--- config.mk ---
export PLATFORM = sky130hd
export DESIGN_NAME = adc_level_accum
export DESIGN_NICKNAME = d
export VERILOG_FILES = /design/src/rtl/adc_level_accum.sv
export SDC_FILE = /design/constraint.sdc
export NUM_CORES = 1
export LEC_CHECK = 0
export BUFFER_PORTS_ARGS = -buffer_cell sky130_fd_sc_hd__buf_2
export CAP_MARGIN = 30
export CORE_ASPECT_RATIO = 0.5
export CORE_MARGIN = 3
export CORE_UTILIZATION = 25
export CTS_CLUSTER_DIAMETER = 50
export DETAILED_ROUTE_END_ITERATION = 6
export PLACE_DENSITY = 0.46
export SYNTH_ARGS = -nofsm -noshare
export SYNTH_HDL_FRONTEND = slang
export SYNTH_SLANG_ARGS = --single-unit
export TNS_END_PERCENT = 10
--- constraint.sdc ---
create_clock -name clk -period 4.62 [get_ports clk]
set_clock_uncertainty 0.15 [all_clocks]
set_input_delay 0.924 -clock clk [delete_from_list [all_inputs] [get_ports clk]]
set_output_delay 0.924 -clock clk [all_outputs]
set_load 0.1 [all_outputs]
--- src/rtl/adc_level_accum.sv ---
// Reduces windows of 2^LOG2_WINDOW ADC samples to an 8-bit mean and peak.
// A snapshot request presents the most recent completed window.
module adc_level_accum #(
  parameter int unsigned SAMPLE_WIDTH = 12,
  parameter int unsigned OUT_WIDTH    = 8,
  parameter int unsigned LOG2_WINDOW  = 4
) (
  input  logic                    clk,
  input  logic                    reset,
  input  logic                    sample_valid,
  input  logic [SAMPLE_WIDTH-1:0] sample_data,
  input  logic                    snap,
  output logic                    level_valid,
  output logic [OUT_WIDTH-1:0]    level_mean,
  output logic [OUT_WIDTH-1:0]    level_peak,
  output logic                    level_fresh,
  output logic                    overrun
);

  localparam int unsigned SumWidth = SAMPLE_WIDTH + LOG2_WINDOW;

  typedef enum logic {StEmpty, StFull} state_e;

  logic                    valid_prev_q;
  logic [SumWidth-1:0]     sum_q, sum_d;
  logic [SAMPLE_WIDTH-1:0] peak_q, peak_d;
  logic [LOG2_WINDOW-1:0]  cnt_q, cnt_d;
  logic [SAMPLE_WIDTH-1:0] win_mean_q, win_mean_d;
  logic [SAMPLE_WIDTH-1:0] win_peak_q, win_peak_d;
  state_e                  state_q, state_d;
  logic                    ovr_q, ovr_d;

  logic                    level_valid_q, level_valid_d;
  logic [OUT_WIDTH-1:0]    level_mean_q, level_mean_d;
  logic [OUT_WIDTH-1:0]    level_peak_q, level_peak_d;
  logic                    level_fresh_q, level_fresh_d;
  logic                    overrun_q, overrun_d;

  logic                    accept;
  logic                    complete;
  logic [SumWidth-1:0]     sum_inc;
  logic [SAMPLE_WIDTH-1:0] peak_max;
  logic [SAMPLE_WIDTH-1:0] mean_new;
  logic                    pending_now;
  logic                    ovr_now;

  // Held-high ready counts once: only the rising edge is a new sample.
  assign accept   = sample_valid & ~valid_prev_q;
  assign complete = accept & (cnt_q == {LOG2_WINDOW{1'b1}});
  assign sum_inc  = sum_q + SumWidth'(sample_data);
  assign peak_max = (sample_data > peak_q) ? sample_data : peak_q;
  assign mean_new = SAMPLE_WIDTH'(sum_inc >> LOG2_WINDOW);

  always_comb begin
    sum_d      = sum_q;
    peak_d     = peak_q;
    cnt_d      = cnt_q;
    win_mean_d = win_mean_q;
    win_peak_d = win_peak_q;
    if (accept) begin
      if (complete) begin
        sum_d      = '0;
        peak_d     = '0;
        cnt_d      = '0;
        win_mean_d = mean_new;
        win_peak_d = peak_max;
      end else begin
        sum_d  = sum_inc;
        peak_d = peak_max;
        cnt_d  = cnt_q + LOG2_WINDOW'(1);
      end
    end
  end

  // Completion is folded in before the snap so a coincident snap sees the new window.
  assign pending_now = (state_q == StFull) | complete;
  assign ovr_now     = ovr_q | (complete & (state_q == StFull));

  always_comb begin
    state_d       = state_q;
    ovr_d         = ovr_now;
    level_valid_d = 1'b0;
    level_mean_d  = level_mean_q;
    level_peak_d  = level_peak_q;
    level_fresh_d = level_fresh_q;
    overrun_d     = overrun_q;

    unique case (state_q)
      StEmpty: if (complete) state_d = StFull;
      StFull:  state_d = StFull;
      default: state_d = StEmpty;
    endcase

    if (snap) begin
      level_valid_d = 1'b1;
      level_fresh_d = pending_now;
      overrun_d     = ovr_now;
      if (pending_now) begin
        level_mean_d = win_mean_d[SAMPLE_WIDTH-1 -: OUT_WIDTH];
        level_peak_d = win_peak_d[SAMPLE_WIDTH-1 -: OUT_WIDTH];
      end
      state_d = StEmpty;
      ovr_d   = 1'b0;
    end
  end

  always_ff @(posedge clk or posedge reset) begin
    if (reset) begin
      valid_prev_q  <= 1'b0;
      sum_q         <= '0;
      peak_q        <= '0;
      cnt_q         <= '0;
      win_mean_q    <= '0;
      win_peak_q    <= '0;
      state_q       <= StEmpty;
      ovr_q         <= 1'b0;
      level_valid_q <= 1'b0;
      level_mean_q  <= '0;
      level_peak_q  <= '0;
      level_fresh_q <= 1'b0;
      overrun_q     <= 1'b0;
    end else begin
      valid_prev_q  <= sample_valid;
      sum_q         <= sum_d;
      peak_q        <= peak_d;
      cnt_q         <= cnt_d;
      win_mean_q    <= win_mean_d;
      win_peak_q    <= win_peak_d;
      state_q       <= state_d;
      ovr_q         <= ovr_d;
      level_valid_q <= level_valid_d;
      level_mean_q  <= level_mean_d;
      level_peak_q  <= level_peak_d;
      level_fresh_q <= level_fresh_d;
      overrun_q     <= overrun_d;
    end
  end

  // Low-order bits of the window registers never reach the reported levels.
  if (OUT_WIDTH < SAMPLE_WIDTH) begin : g_lsb_sink
    logic unused_lsbs;
    assign unused_lsbs = ^{win_mean_d[SAMPLE_WIDTH-OUT_WIDTH-1:0],
                           win_peak_d[SAMPLE_WIDTH-OUT_WIDTH-1:0]};
  end

  assign level_valid = level_valid_q;
  assign level_mean  = level_mean_q;
  assign level_peak  = level_peak_q;
  assign level_fresh = level_fresh_q;
  assign overrun     = overrun_q;

endmodule

==> flow_summary.ini <==
[status]
status = finished, final reports clean

[timing]
max_freq_mhz = 332.4
tightest_slew_ns = 0.8053
hold_viol_final = 0
period_share_pct = 65.11
setup_violations = 0
maxSlewHeadroom_pct = 46.23
whs_ns = 0.3206
rsz0062_at_grt = no
tns_ns = 0
setup_slack_ns = 1.612
min_period_ns = 3.008
final_max_slew_viol_count = 0

[placed_design]
dpl.hpwl_um = 6298
dpl_cell_area_sq_um = 4085
gp_congestion = 0.7878
dp_worst_setup_slack_ns = 1.205
dp_cells = 596
io_buffers = 34

[synth]
synth-seq-cells = 70
syn_inst = 379
ys_seq_area_share_pct = 47.44
syn-num-nets = 421
synth_top_cell_area_share_pct = 47.44
yosysWarnings = 0
syn-mean-instance-area_sq_um = 9.742
yosys-top-cells-area = dfrtp_1 47%, ha_1 8.5%, nand2_1 5.5%
yosys.area.top_type = dfrtp_1
synth-async-reset-ratio_pct = 100.0
synthFlopType = dfrtp_1
synthesis.area_sq_um = 3692
synth_edf_count = 0
synth.distinct_cells = 49

[detailed_routing]
vias = 2824
finalWirelength_um = 8696
wl_per_cell_um = 14.23
ant_nets = 0
via_per_inst = 4.622
drtIter0Drc = 160
drc_errors = 0
first_pass_iters = 4

[layout]
fin_area_sq_um = 4375
fill_cells = 1446
ff_latch_area_sq_um = 1752
nets = 457
antenna_cells = 0
multi_input_area_sq_um = 1788
fin_cells = 611
area_growth_pct = 18.50
drive_gt1_share_pct = 15.04
postLayoutCoreUtil_pct = 31.25

[worst_setup_path]
r2r_start = peak_q[10]
path_cells = buf_2 > ha_1 > nor2b_1 > o211ai_1 > a211o_1 > a21oi_1 > buf_4 > mux2i_1 > o22ai_1
cp-end-kind = flip-flop
crit_path_max_fanout = 8
slowest_delay_ns = 0.45
r2r_setup_slack_ns = 1.97
required_ns = 4.64
slowest_stage = a21oi_1
r2r_cells = 8
arrival_ns = 3.03
r2r-end = peak_q[5]
cp-start-kind = primary input
endpoint = peak_q[5]
crit_start = sample_data[1]
crit_type = in -> reg

[grt]
use_met3_pct = 2.936
globalRouteMet1Util_pct = 16.13
overflow = 0
grt_pass1_vias = 2743
antenna_found_initial = 0
gr-usage-met2_pct = 16.89
grt_pass1_wl_um = 14700
busiest_layer = met2
track_usage_pct = 11.35
grt_max_degree = 37

[die]
die-area_sq_um = 16350
die_w_um = 177.9
fp.dieH_um = 91.94
core_sq_um = 14000
row_count = 30
start_util_pct = 26.37
ios = 35

[pwr]
p_leak_nw = 2.035
power.density_nw_per_um2 = 621.4
total_power_mw = 2.719
ir_drop_mv = 0.2030

[clocking]
cts_resized = 0
clockRootBuffer = clkbuf_16
ctsHoldBuffers = 0
postCtsSetupRepairBufs = 0
cts_tree = yes
clk_latency_ns = 0.33
clk_pin_slew_ns = 0.05
clockBufferDepth = 2
numCtsBuffers = 9
cts-htree-levels = 3
cts_sinks = 70

[hold_path]
worstHoldPathType = reg -> reg

[flow_run]
max_cap_viol_count = 0
registers in the layout, summed over array words and instances (netlist names):
signal / cells
overrun: 1
level_mean: 8
level_fresh: 1
level_peak: 8
level_valid: 1
cnt_q: 4
valid_prev_q: 1
win_peak_q: 8
state_q: 1
win_mean_q: 8
sum_q: 16
peak_q: 12
ovr_q: 1
routing by layer:
| layer | wire length [um] | vias to the layer above |
|---|---|---|
| li1 | - | 1430 |
| met4 | 105 | 0 |
| met3 | 266 | 9 |
| met1 | 4545 | 1357 |
| met5 | 0 | - |
| met2 | 3779 | 28 |
worst min path at each step:
stage | slack (ns) | start | depth (start not counted) | to
after floorplan | 0.29 | win_peak_q[10] | 2 | win_peak_q[10]
after detailed placement | 0.31 | win_peak_q[6] | 2 | win_peak_q[6]
final | 0.32 | win_peak_q[5] | 2 | win_peak_q[5]
after global routing | 0.34 | win_peak_q[6] | 2 | win_peak_q[6]
after global placement | 0.30 | win_peak_q[7] | 2 | win_peak_q[7]
after CTS | 0.32 | win_peak_q[6] | 2 | win_peak_q[6]
cell usage after synthesis, types with 2 or more instances:
| master | count |
|---|---|
| o31ai_1 | 4 |
| nand2b_1 | 2 |
| o21ai_1 | 7 |
| a21o_1 | 3 |
| o41ai_1 | 2 |
| o21ai_2 | 2 |
| nor2_1 | 18 |
| clkbuf_1 | 13 |
| a21oi_1 | 18 |
| nand4_1 | 6 |
| o21bai_1 | 9 |
| or3_1 | 5 |
| o211ai_1 | 6 |
| xor2_1 | 3 |
| o22ai_1 | 8 |
| dfrtp_1 | 70 |
| nand3_1 | 7 |
| nand2_1 | 54 |
| xnor2_1 | 9 |
| a22o_1 | 2 |
| nor3_1 | 4 |
| a32o_1 | 4 |
| o21ai_0 | 34 |
| nor2b_1 | 5 |
| inv_1 | 22 |
| mux2i_1 | 9 |
| buf_2 | 2 |
| ha_1 | 25 |
| a31oi_1 | 5 |
| and4_1 | 2 |
cell usage in the layout, fill, tap and decap left out, drive strengths merged, types with 5 or more instances in the layout:
cell type / Yosys / final
a21oi: 19 / 19
nand3: 7 / 7
a31oi: 5 / 5
o211ai: 6 / 6
inv: 22 / 22
nand2: 54 / 54
nor2: 18 / 18
clkbuf: 13 / 11
nor2b: 5 / 5
nand4: 6 / 6
dfrtp: 70 / 70
o21ai: 43 / 43
o22ai: 8 / 8
ha: 25 / 25
or3: 5 / 5
xnor2: 9 / 9
mux2i: 9 / 9
buf: 3 / 41
o21bai: 9 / 9
power by group:
group	switching [mW]	total, mW	internal, mW	leakage, nW
clock	0.254	0.682	0.428	0.141
sequential	0.109	0.907	0.798	0.912
combinational	0.734	1.13	0.395	0.981
worst max-delay path, delay by kind of cell:
kind | cells | cell delay, ns
compound gates | 4 | 0.91
buf+inv | 2 | 0.43
simple gates | 1 | 0.13
fa+ha+maj | 1 | 0.29
mux | 1 | 0.34
kinds of logic (layout without fill, tap and decap cells):
family / after synthesis / after routing / share of synthesized area (%)
compound gates: 116 / 116 / 20.64
simple gates: 107 / 107 / 13.18
flops: 70 / 70 / 47.44
buf+inv: 38 / 78 / 4.134
fa+ha+maj: 26 / 26 / 9.014
xor+xnor: 12 / 12 / 2.847
mux: 10 / 10 / 2.745
layout make-up:
| type | instances | area share [%] |
|---|---|---|
| Sequential cell | 70 | 40.03 |
| Tap cell | 192 | 5.490 |
| Multi-Input combinational cell | 271 | 40.86 |
| Clock buffer | 11 | 5.548 |
| Clock inverter | 4 | 1.087 |
| Inverter | 22 | 1.887 |
| Timing Repair Buffer | 41 | 5.090 |
Power figures use the tool's default switching activity.
